--- src/rtl/rr_sched_pkg.sv ---
`default_nettype none
// ----------------------------------------------------------------------------
// rr_sched_pkg : shared constants, types and helpers for the round-robin mux
// scheduler. Revision 1.0
// ----------------------------------------------------------------------------
package rr_sched_pkg;

   localparam int NUM_REQ_DEF = 8;
   localparam int DATA_W_DEF  = 8;

   function automatic int clog2(input int value);
      int r;
      r = 0;
      for (int v = value - 1; v > 0; v = v >> 1) begin
         r = r + 1;
      end
      return r;
   endfunction

   localparam int SEL_W_DEF = clog2(NUM_REQ_DEF);

   typedef logic [SEL_W_DEF-1:0] sel_t;

   // The output register is either empty or holding one word; out_valid is the state bit.
   typedef enum logic {
      ST_EMPTY = 1'b0,
      ST_FULL  = 1'b1
   } state_t;

endpackage
`default_nettype wire

--- src/rtl/rr_priority_pick.sv ---
`default_nettype none
// ----------------------------------------------------------------------------
// rr_priority_pick : first set bit of elig searched upward from ptr, wrapping.
// Revision 1.0
// ----------------------------------------------------------------------------
module rr_priority_pick
   import rr_sched_pkg::*;
#(
   parameter  int NUM_REQ = NUM_REQ_DEF,
   localparam int SEL_W   = clog2(NUM_REQ)
) (
   input  logic [NUM_REQ-1:0] elig,
   input  logic [SEL_W-1:0]   ptr,
   output logic [SEL_W-1:0]   pick,
   output logic               any_elig
);

   logic [NUM_REQ-1:0] w_rot;
   logic [SEL_W-1:0]   w_first;
   logic [SEL_W-1:0]   w_idx;

   // Rotate so ptr lands at bit 0; index arithmetic wraps because NUM_REQ is a power of two.
   always_comb begin
      w_rot = '0;
      w_idx = '0;
      for (int j = 0; j < NUM_REQ; j++) begin
         w_idx    = ptr + j[SEL_W-1:0];
         w_rot[j] = elig[w_idx];
      end
   end

   always_comb begin
      w_first = '0;
      for (int j = NUM_REQ - 1; j >= 0; j--) begin
         if (w_rot[j]) begin
            w_first = j[SEL_W-1:0];
         end
      end
   end

   assign pick     = w_first + ptr;
   assign any_elig = |elig;

endmodule
`default_nettype wire

--- src/rtl/rr_mux_scheduler.sv ---
`default_nettype none
// ----------------------------------------------------------------------------
// rr_mux_scheduler : round-robin share of one registered valid/ready lane
// between NUM_REQ requesters. Revision 1.0
// ----------------------------------------------------------------------------
module rr_mux_scheduler
   import rr_sched_pkg::*;
#(
   parameter  int NUM_REQ = NUM_REQ_DEF,
   parameter  int DATA_W  = DATA_W_DEF,
   localparam int SEL_W   = clog2(NUM_REQ)
) (
   input  logic                      clk,
   input  logic                      rst,
   input  logic [NUM_REQ-1:0]        in_valid,
   input  logic [NUM_REQ*DATA_W-1:0] in_data,
   output logic [NUM_REQ-1:0]        in_ready,
   input  logic [NUM_REQ-1:0]        cfg_mask,
   output logic                      out_valid,
   output logic [DATA_W-1:0]         out_data,
   output logic [SEL_W-1:0]          out_sel,
   input  logic                      out_ready
);

   state_t             state_q;
   logic [DATA_W-1:0]  data_q;
   logic [SEL_W-1:0]   sel_q;
   logic [SEL_W-1:0]   ptr_q;

   logic [NUM_REQ-1:0] w_elig;
   logic [SEL_W-1:0]   w_pick;
   logic               w_any;
   logic               w_slot_free;
   logic               w_grant;
   logic [DATA_W-1:0]  w_pick_data;

   assign w_elig = in_valid & cfg_mask;

   rr_priority_pick #(
      .NUM_REQ (NUM_REQ)
   ) u_pick (
      .elig     (w_elig),
      .ptr      (ptr_q),
      .pick     (w_pick),
      .any_elig (w_any)
   );

   assign w_slot_free = (state_q == ST_EMPTY) || out_ready;
   // A grant is always a transfer: the picked requester is eligible, hence valid.
   assign w_grant     = w_slot_free && w_any && !rst;

   always_comb begin
      in_ready = '0;
      if (w_grant) begin
         in_ready[w_pick] = 1'b1;
      end
   end

   // Select only the picked slice so unknowns on other requesters never reach the register.
   assign w_pick_data = in_data[w_pick*DATA_W +: DATA_W];

   always_ff @(posedge clk) begin
      if (rst) begin
         state_q <= ST_EMPTY;
         data_q  <= '0;
         sel_q   <= '0;
         ptr_q   <= '0;
      end else if (w_grant) begin
         state_q <= ST_FULL;
         data_q  <= w_pick_data;
         sel_q   <= w_pick;
         ptr_q   <= w_pick + SEL_W'(1);
      end else if (out_ready) begin
         state_q <= ST_EMPTY;
      end
   end

   assign out_valid = (state_q == ST_FULL);
   assign out_data  = data_q;
   assign out_sel   = sel_q;

endmodule
`default_nettype wire

--- config.mk ---
export PLATFORM = sky130hd
export DESIGN_NAME = rr_mux_scheduler
export DESIGN_NICKNAME = d
export VERILOG_FILES = /design/src/rtl/rr_sched_pkg.sv /design/src/rtl/rr_priority_pick.sv /design/src/rtl/rr_mux_scheduler.sv
export SDC_FILE = /design/constraint.sdc
export NUM_CORES = 1
export LEC_CHECK = 0
export CORE_MARGIN = 5
export CORE_UTILIZATION = 36
export DETAILED_ROUTE_END_ITERATION = 10
export GPL_ROUTABILITY_DRIVEN = 0
export PLACE_DENSITY = 0.86
export SLEW_MARGIN = 5
export SYNTH_ARGS = -nofsm -noshare
export SYNTH_HDL_FRONTEND = slang
export SYNTH_SLANG_ARGS = --single-unit
--- constraint.sdc ---
create_clock -name clk -period 3.99 [get_ports clk]
set_input_delay 0.399 -clock clk [delete_from_list [all_inputs] [get_ports clk]]
set_output_delay 0.399 -clock clk [all_outputs]
set_load 0.005 [all_outputs]
Word-level counts from Yosys, hierarchy flattened
Index checks and enable logic that the tools add are counted.
{ "classes": {"n_mux": 29, "shift": 1, "order_cmp": 10, "bitwise_logic": 2, "reduce_logical": 7, "add_sub_neg": 9} }
{ "ops": {"columns": ["op", "n"], "rows": [
  ["variable part select 64 x 7 -> 8 bit", 1],
  ["less-than comparator 3 x 4 -> 1 bit (second input constant)", 9],
  ["binary-select mux 1 bit (select 3 bit)", 8],
  ["2-to-1 mux 3 bit", 8],
  ["adder 3 bit (second input constant)", 4],
  ["2-to-1 mux 1 bit", 11],
  ["AND 8 bit", 1],
  ["2-to-1 mux 8 bit", 1],
  ["OR reduction 8 bit", 1],
  ["adder 3 x 1 -> 3 bit (second input constant)", 2],
  ["adder 3 x 2 -> 3 bit (second input constant)", 2],
  ["adder 3 bit", 1],
  ["demux 1 bit (select 3 bit)", 1],
  [">= comparator 3 x 1 -> 1 bit (second input constant)", 1],
  ["logical AND 1 bit", 3],
  ["nonzero test 2 bit", 1],
  ["zero test 1 bit", 1],
  ["logical OR 1 bit", 1],
  ["inverter 1 bit", 1]
]} }
{ "totals": {"output_inout_bits": 20, "wordCells": 62, "regBits": 15, "inputBits": 83} }

Depth between registers and ports, before layout
{ "logic_depth": {"word_depth": 17, "mapped_depth": 19, "mapped_depth_nobuf": 16} }

Cells and area by module
A second synthesis with hierarchy kept.
{ "unflattened": {"cells_unflattened": 181, "area_unflattened_um2": 1843.0} }
{ "modules_own_cells": {"columns": ["mod", "cells_per_inst", "area_per_inst_um2", "seq_area_each_um2", "instances"], "rows": [
  ["rr_mux_scheduler", 112, 1184.9, 300.3, 1],
  ["rr_priority_pick", 69, 658.1, 0.0, 1]
]} }

Worst setup path before layout
No wires, ideal clock.
{ "synth_timing": {"path_type": "register to output", "startpoint": "reg ptr_q[1]", "endpoint": "out in_ready[4]", "n_path_buf": 3, "required_time_ns": 3.591, "path_stages_with_launch": 17, "setup_slack_ns": -0.355, "t_arrival_ns": 3.946, "cell_sequence": "dfxtp_1 -> buf_2 -> inv_1 -> ha_1 -> clkbuf_1 -> o2111ai_1 -> and4_1 -> a21oi_1 -> o21ai_0 -> a21oi_1 -> nor2_1 -> ha_1 -> fa_1 -> xnor2_1 -> clkbuf_1 -> xnor2_1 -> and3_1"} }
{ "synth_between": {"elab_chain_cells": 17, "word_cells_on_any_way": 38, "cone_classes": "add/sub (8); order compare (2); mux (27); reduce/logical (1)"} }
{ "synth_lines": {"columns": ["item", "line", "source"], "rows": [
  ["start, declared", "rr_mux_scheduler.sv:28", "logic [SEL_W-1:0] ptr_q;"],
  ["start signal, assigned", "rr_mux_scheduler.sv:72", "ptr_q <= w_pick + SEL_W'(1);"],
  ["adder 3 bit", "rr_priority_pick.sv:27", "w_idx = ptr + j[SEL_W-1:0];"],
  ["binary-select mux 1 bit (select 3 bit)", "rr_priority_pick.sv:28", "w_rot[j] = elig[w_idx];"],
  ["2-to-1 mux 1 bit (not written as such)", "rr_priority_pick.sv:28", null],
  ["2-to-1 mux 3 bit (8 in series)", "rr_priority_pick.sv:35", "if (w_rot[j]) begin"],
  ["adder 3 bit *", "rr_priority_pick.sv:41", "assign pick = w_first + ptr;"],
  ["less-than comparator 3 x 4 -> 1 bit (not written as such) / >= comparator 3 x 1 -> 1 bit (equally long branches)", "rr_mux_scheduler.sv:55", "in_ready[w_pick] = 1'b1;"],
  ["logical AND 1 bit (not written as such)", "rr_mux_scheduler.sv:55", null],
  ["2-to-1 mux 1 bit (not written as such)", "rr_mux_scheduler.sv:55", null],
  ["demux 1 bit (select 3 bit) *", "rr_mux_scheduler.sv:55", null],
  ["2-to-1 mux 8 bit *", "rr_mux_scheduler.sv:54", "if (w_grant) begin"],
  ["end, declared", "rr_mux_scheduler.sv:17", "output logic [NUM_REQ-1:0] in_ready,"]
]} }
Every way passes the cells marked *; elsewhere a longest branch is shown, timed or not. The select of a mux whose other input is x is not followed.

Final worst setup path
{ "layout_timing": {"startpoint": "reg ptr_q[0]", "endpoint": "out in_ready[0]"} }
The elaborated chain is that of the path after synthesis.

==> flow_summary_export.csv <==
group,metric,value,unit
status,status,"finished clean",
yosys,synth_area_leaders,"mux4_2 24%, dfxtp_1 16%, nand2_1 7.4%",
global_route,grt_pass1_vias,2227,
drt,post_drt_via_cell_ratio,5.51,
cts,cts_num_sinks,15,
sta,setup_violations,0,
cts,cts_tree,"built",
placement,dp_hpwl,5.56,mm
yosys,syn_area,1890,µm²
sta,finalCritPeriodShare,96.3,%
layout,nets,438,
worst_setup_path,crit_path_start_kind,"flip-flop",
sta,worst_pin_slew,0.423,ns
hold_path,hp-start,"out_sel[0]",
layout,n_antenna_cell,0,
sta,slew_headroom,71.4,%
sta,whs,0.455,ns
global_route,antenna_found_initial,0,
global_route,track_usage,20.0,%
worst_setup_path,cp_num_buf_inv,5,
worst_setup_path,r2r_setup_slack,0.24,ns
drt,antenna_left,0,
worst_setup_path,arrival,3.44,ns
power,power.density,921,nW/µm²
yosys,synth-seq-cells,15,
drt,dr.pass1.iters,4,
cts,cts.clk_slew.worst_paths,0.06,ns
cts,hold_buffers,0,
power,irDropWorstVdd,0.000534,V
yosys,yosys.area.top_type,"mux4_2",
placement,dp_slack,-0.508,ns
global_route,grt_max_degree,25,
power,p_leak,1.43,nW
drt,drc,0,
worst_setup_path,crit_family,"multiplexers",
hold_path,hold_depth,2,
cts,tritoncts.num_buffers,3,
yosys,synth_edf_count,0,
cts,ctsLongestPathBuffers,2,
cts,htreeDepth,1,
yosys,post-synth-top-count-cell,"nand2_1",
die,rows,26,
placement,placed_cells,405,
yosys,synth-main-ff-cell,"dfxtp_1",
global_route,globalRoute.totalOverflow,0,
yosys,yosysSeqAreaShare,15.9,%
die,die_y,82.4,µm
worst_setup_path,crit_slowest_cell,"mux4_2",
drt,wire_per_inst,16.9,µm
cts,cts-root-buf,"clkbuf_8",
layout,syn_to_final_growth,80.5,%
layout,nFillCells,437,
sta,max_freq,260,MHz
worst_setup_path,timing.rr.start,"ptr_q[0]",
sta,fin_crit,3.84,ns
worst_setup_path,cp_cell_sequence,"inv_2, buf_6, mux4_2, mux2_4, inv_2, o21ai_0, a21oi_1, nor2_1, ha_2, fa_2, xor2_2, xnor2_2, buf_4, and3_1, buf_2",
worst_setup_path,path_max_fanout,4,
die,die_width,82.4,µm
yosys,ys_types,40,
run,maxCapViolations,0,
worst_setup_path,critPathMaxStageDelay,0.52,ns
sta,hold_viol,0,
hold_path,min_path_type,"reg -> reg",
die,core_area,5110,µm²
layout,final_core_util,66.7,%
die,die_area,6790,µm²
drt,routed_wl,7.09,mm
placement,port_buffers,102,
sta,worst_slack,0.148,ns
global_route,grt_pass1_wl,10.5,mm
yosys,synth_top_area_share,23.9,%
drt,vias,2310,
die,start_util,36.9,%
die,ioPinCount,103,
worst_setup_path,critPathKind,"reg -> out",
cts,clk_latency,0.25,ns
sta,finClkSkew,0.00136,ns
worst_setup_path,rr_worst_depth,16,
drt,drt_iter0_markers,136,
yosys,synthCells,220,
yosys,yosysWarnings,0,
layout,layout-drive-gt1-share,27.8,%
yosys,async_flop_share,0,%
worst_setup_path,r2r_end,"out_data[4]",
hold_path,whs_endpoint,"out_sel[0]",
yosys,syn_nets,308,
layout,fin_cells,419,
worst_setup_path,cp-end-kind,"output port",
yosys,avgSynthCellArea,8.58,µm²
worst_setup_path,path_common_cell,"inv_2",
yosys,ys_top_cells_by_count,"37 x nand2_1, 21 x a21oi_1, 20 x mux4_2, 15 x dfxtp_1, 15 x nand3_1",
sta,slew_viol_final,0,
worst_setup_path,required,3.59,ns
[final cells by class]
| cell class | count | area [µm²] | area share (%) |
|---|---|---|---|
| Multi-Input combinational cell | 184 | 1630 | 47.8 |
| Sequential cell | 15 | 304 | 8.93 |
| Tap cell | 70 | 87.6 | 2.57 |
| Clock buffer | 3 | 41.3 | 1.21 |
| Timing Repair Buffer | 141 | 1320 | 38.8 |
| Inverter | 5 | 18.8 | 0.551 |
| Clock inverter | 1 | 5.00 | 0.147 |
[worst min-delay path, stage by stage, from the launching register on]
cell     delay, ns
dfxtp_1       0.31
nand2_1       0.05
a21oi_1       0.05
[repair_timing]
action | 4_1_cts | 5_1_grt
pin swaps | 8 | 7
gates resized for setup | 45 | 20
setup buffers | 4 | 6
setup endpoints to repair | 9 | 5
gates cloned | 0 | 0
[registers in the layout, summed over array words and instances (netlist names)]
register,cells
out_sel,3
out_data,8
ptr_q,3
out_valid,1
[per-layer routing]
metal	vias to the layer above	track usage (%)	part of all wire [%]	wire, µm
met3	10	1.30	6.6	467
met5	-	0	0	0
li1	1100	-	-	-
met1	1099	25.8	39	2770
met2	101	35.6	53	3750
met4	0	6.31	1.6	110
[cells in the final DEF, fill, tap and decap left out, types with 3 or more instances in the layout]
cell,instances
o21ai_0,12
nand4bb_1,3
buf_4,33
dfxtp_2,3
a21oi_1,21
nand4b_1,4
o2111ai_1,5
xnor2_2,3
xor2_1,3
mux2i_1,12
inv_2,3
clkdlybuf4s50_1,78
buf_6,4
nor2_1,7
nand4_1,11
nand2_2,8
mux4_2,20
nand3_1,13
nand2_1,29
dlygate4sd2_1,21
clkbuf_8,3
dfxtp_1,12
[worst max-delay path by stage]
stage	from	endpoint	depth (start not counted)
after CTS	ptr_q[0]	in_ready[3]	14
final	ptr_q[0]	in_ready[0]	15
after detailed placement	in_valid[7]	in_ready[5]	12
after global routing	ptr_q[1]	in_ready[0]	17
after floorplan	ptr_q[1]	in_ready[0]	13
after global placement	in_valid[7]	in_ready[0]	14
[logic make-up after synthesis]
group           after synthesis  share of synthesized area (%)
simple gates                 93                           25.9
buf+inv                      21                           5.11
compound gates               42                           12.9
fa+ha+maj                     5                           3.71
xor+xnor                     10                           5.04
mux                          34                           31.4
flops                        15                           15.9
[stage by stage]
stage	TNS (ns)	area [µm²]	power [mW]
2_1_floorplan	0	1910	2.03
3_3_place_gp	-2.75	3170	2.71
3_5_place_dp	-5.13	3170	2.80
4_1_cts	0	3300	3.05
5_1_grt	-0.0272	3410	3.41
6_report	0	3410	3.14
[power by group]
part | internal, mW | switching [mW]
clock network | 0.0693 | 0.0564
logic | 1.43 | 1.34
registers | 0.209 | 0.0358
Note: power is estimated with default switching activity, not from simulation.
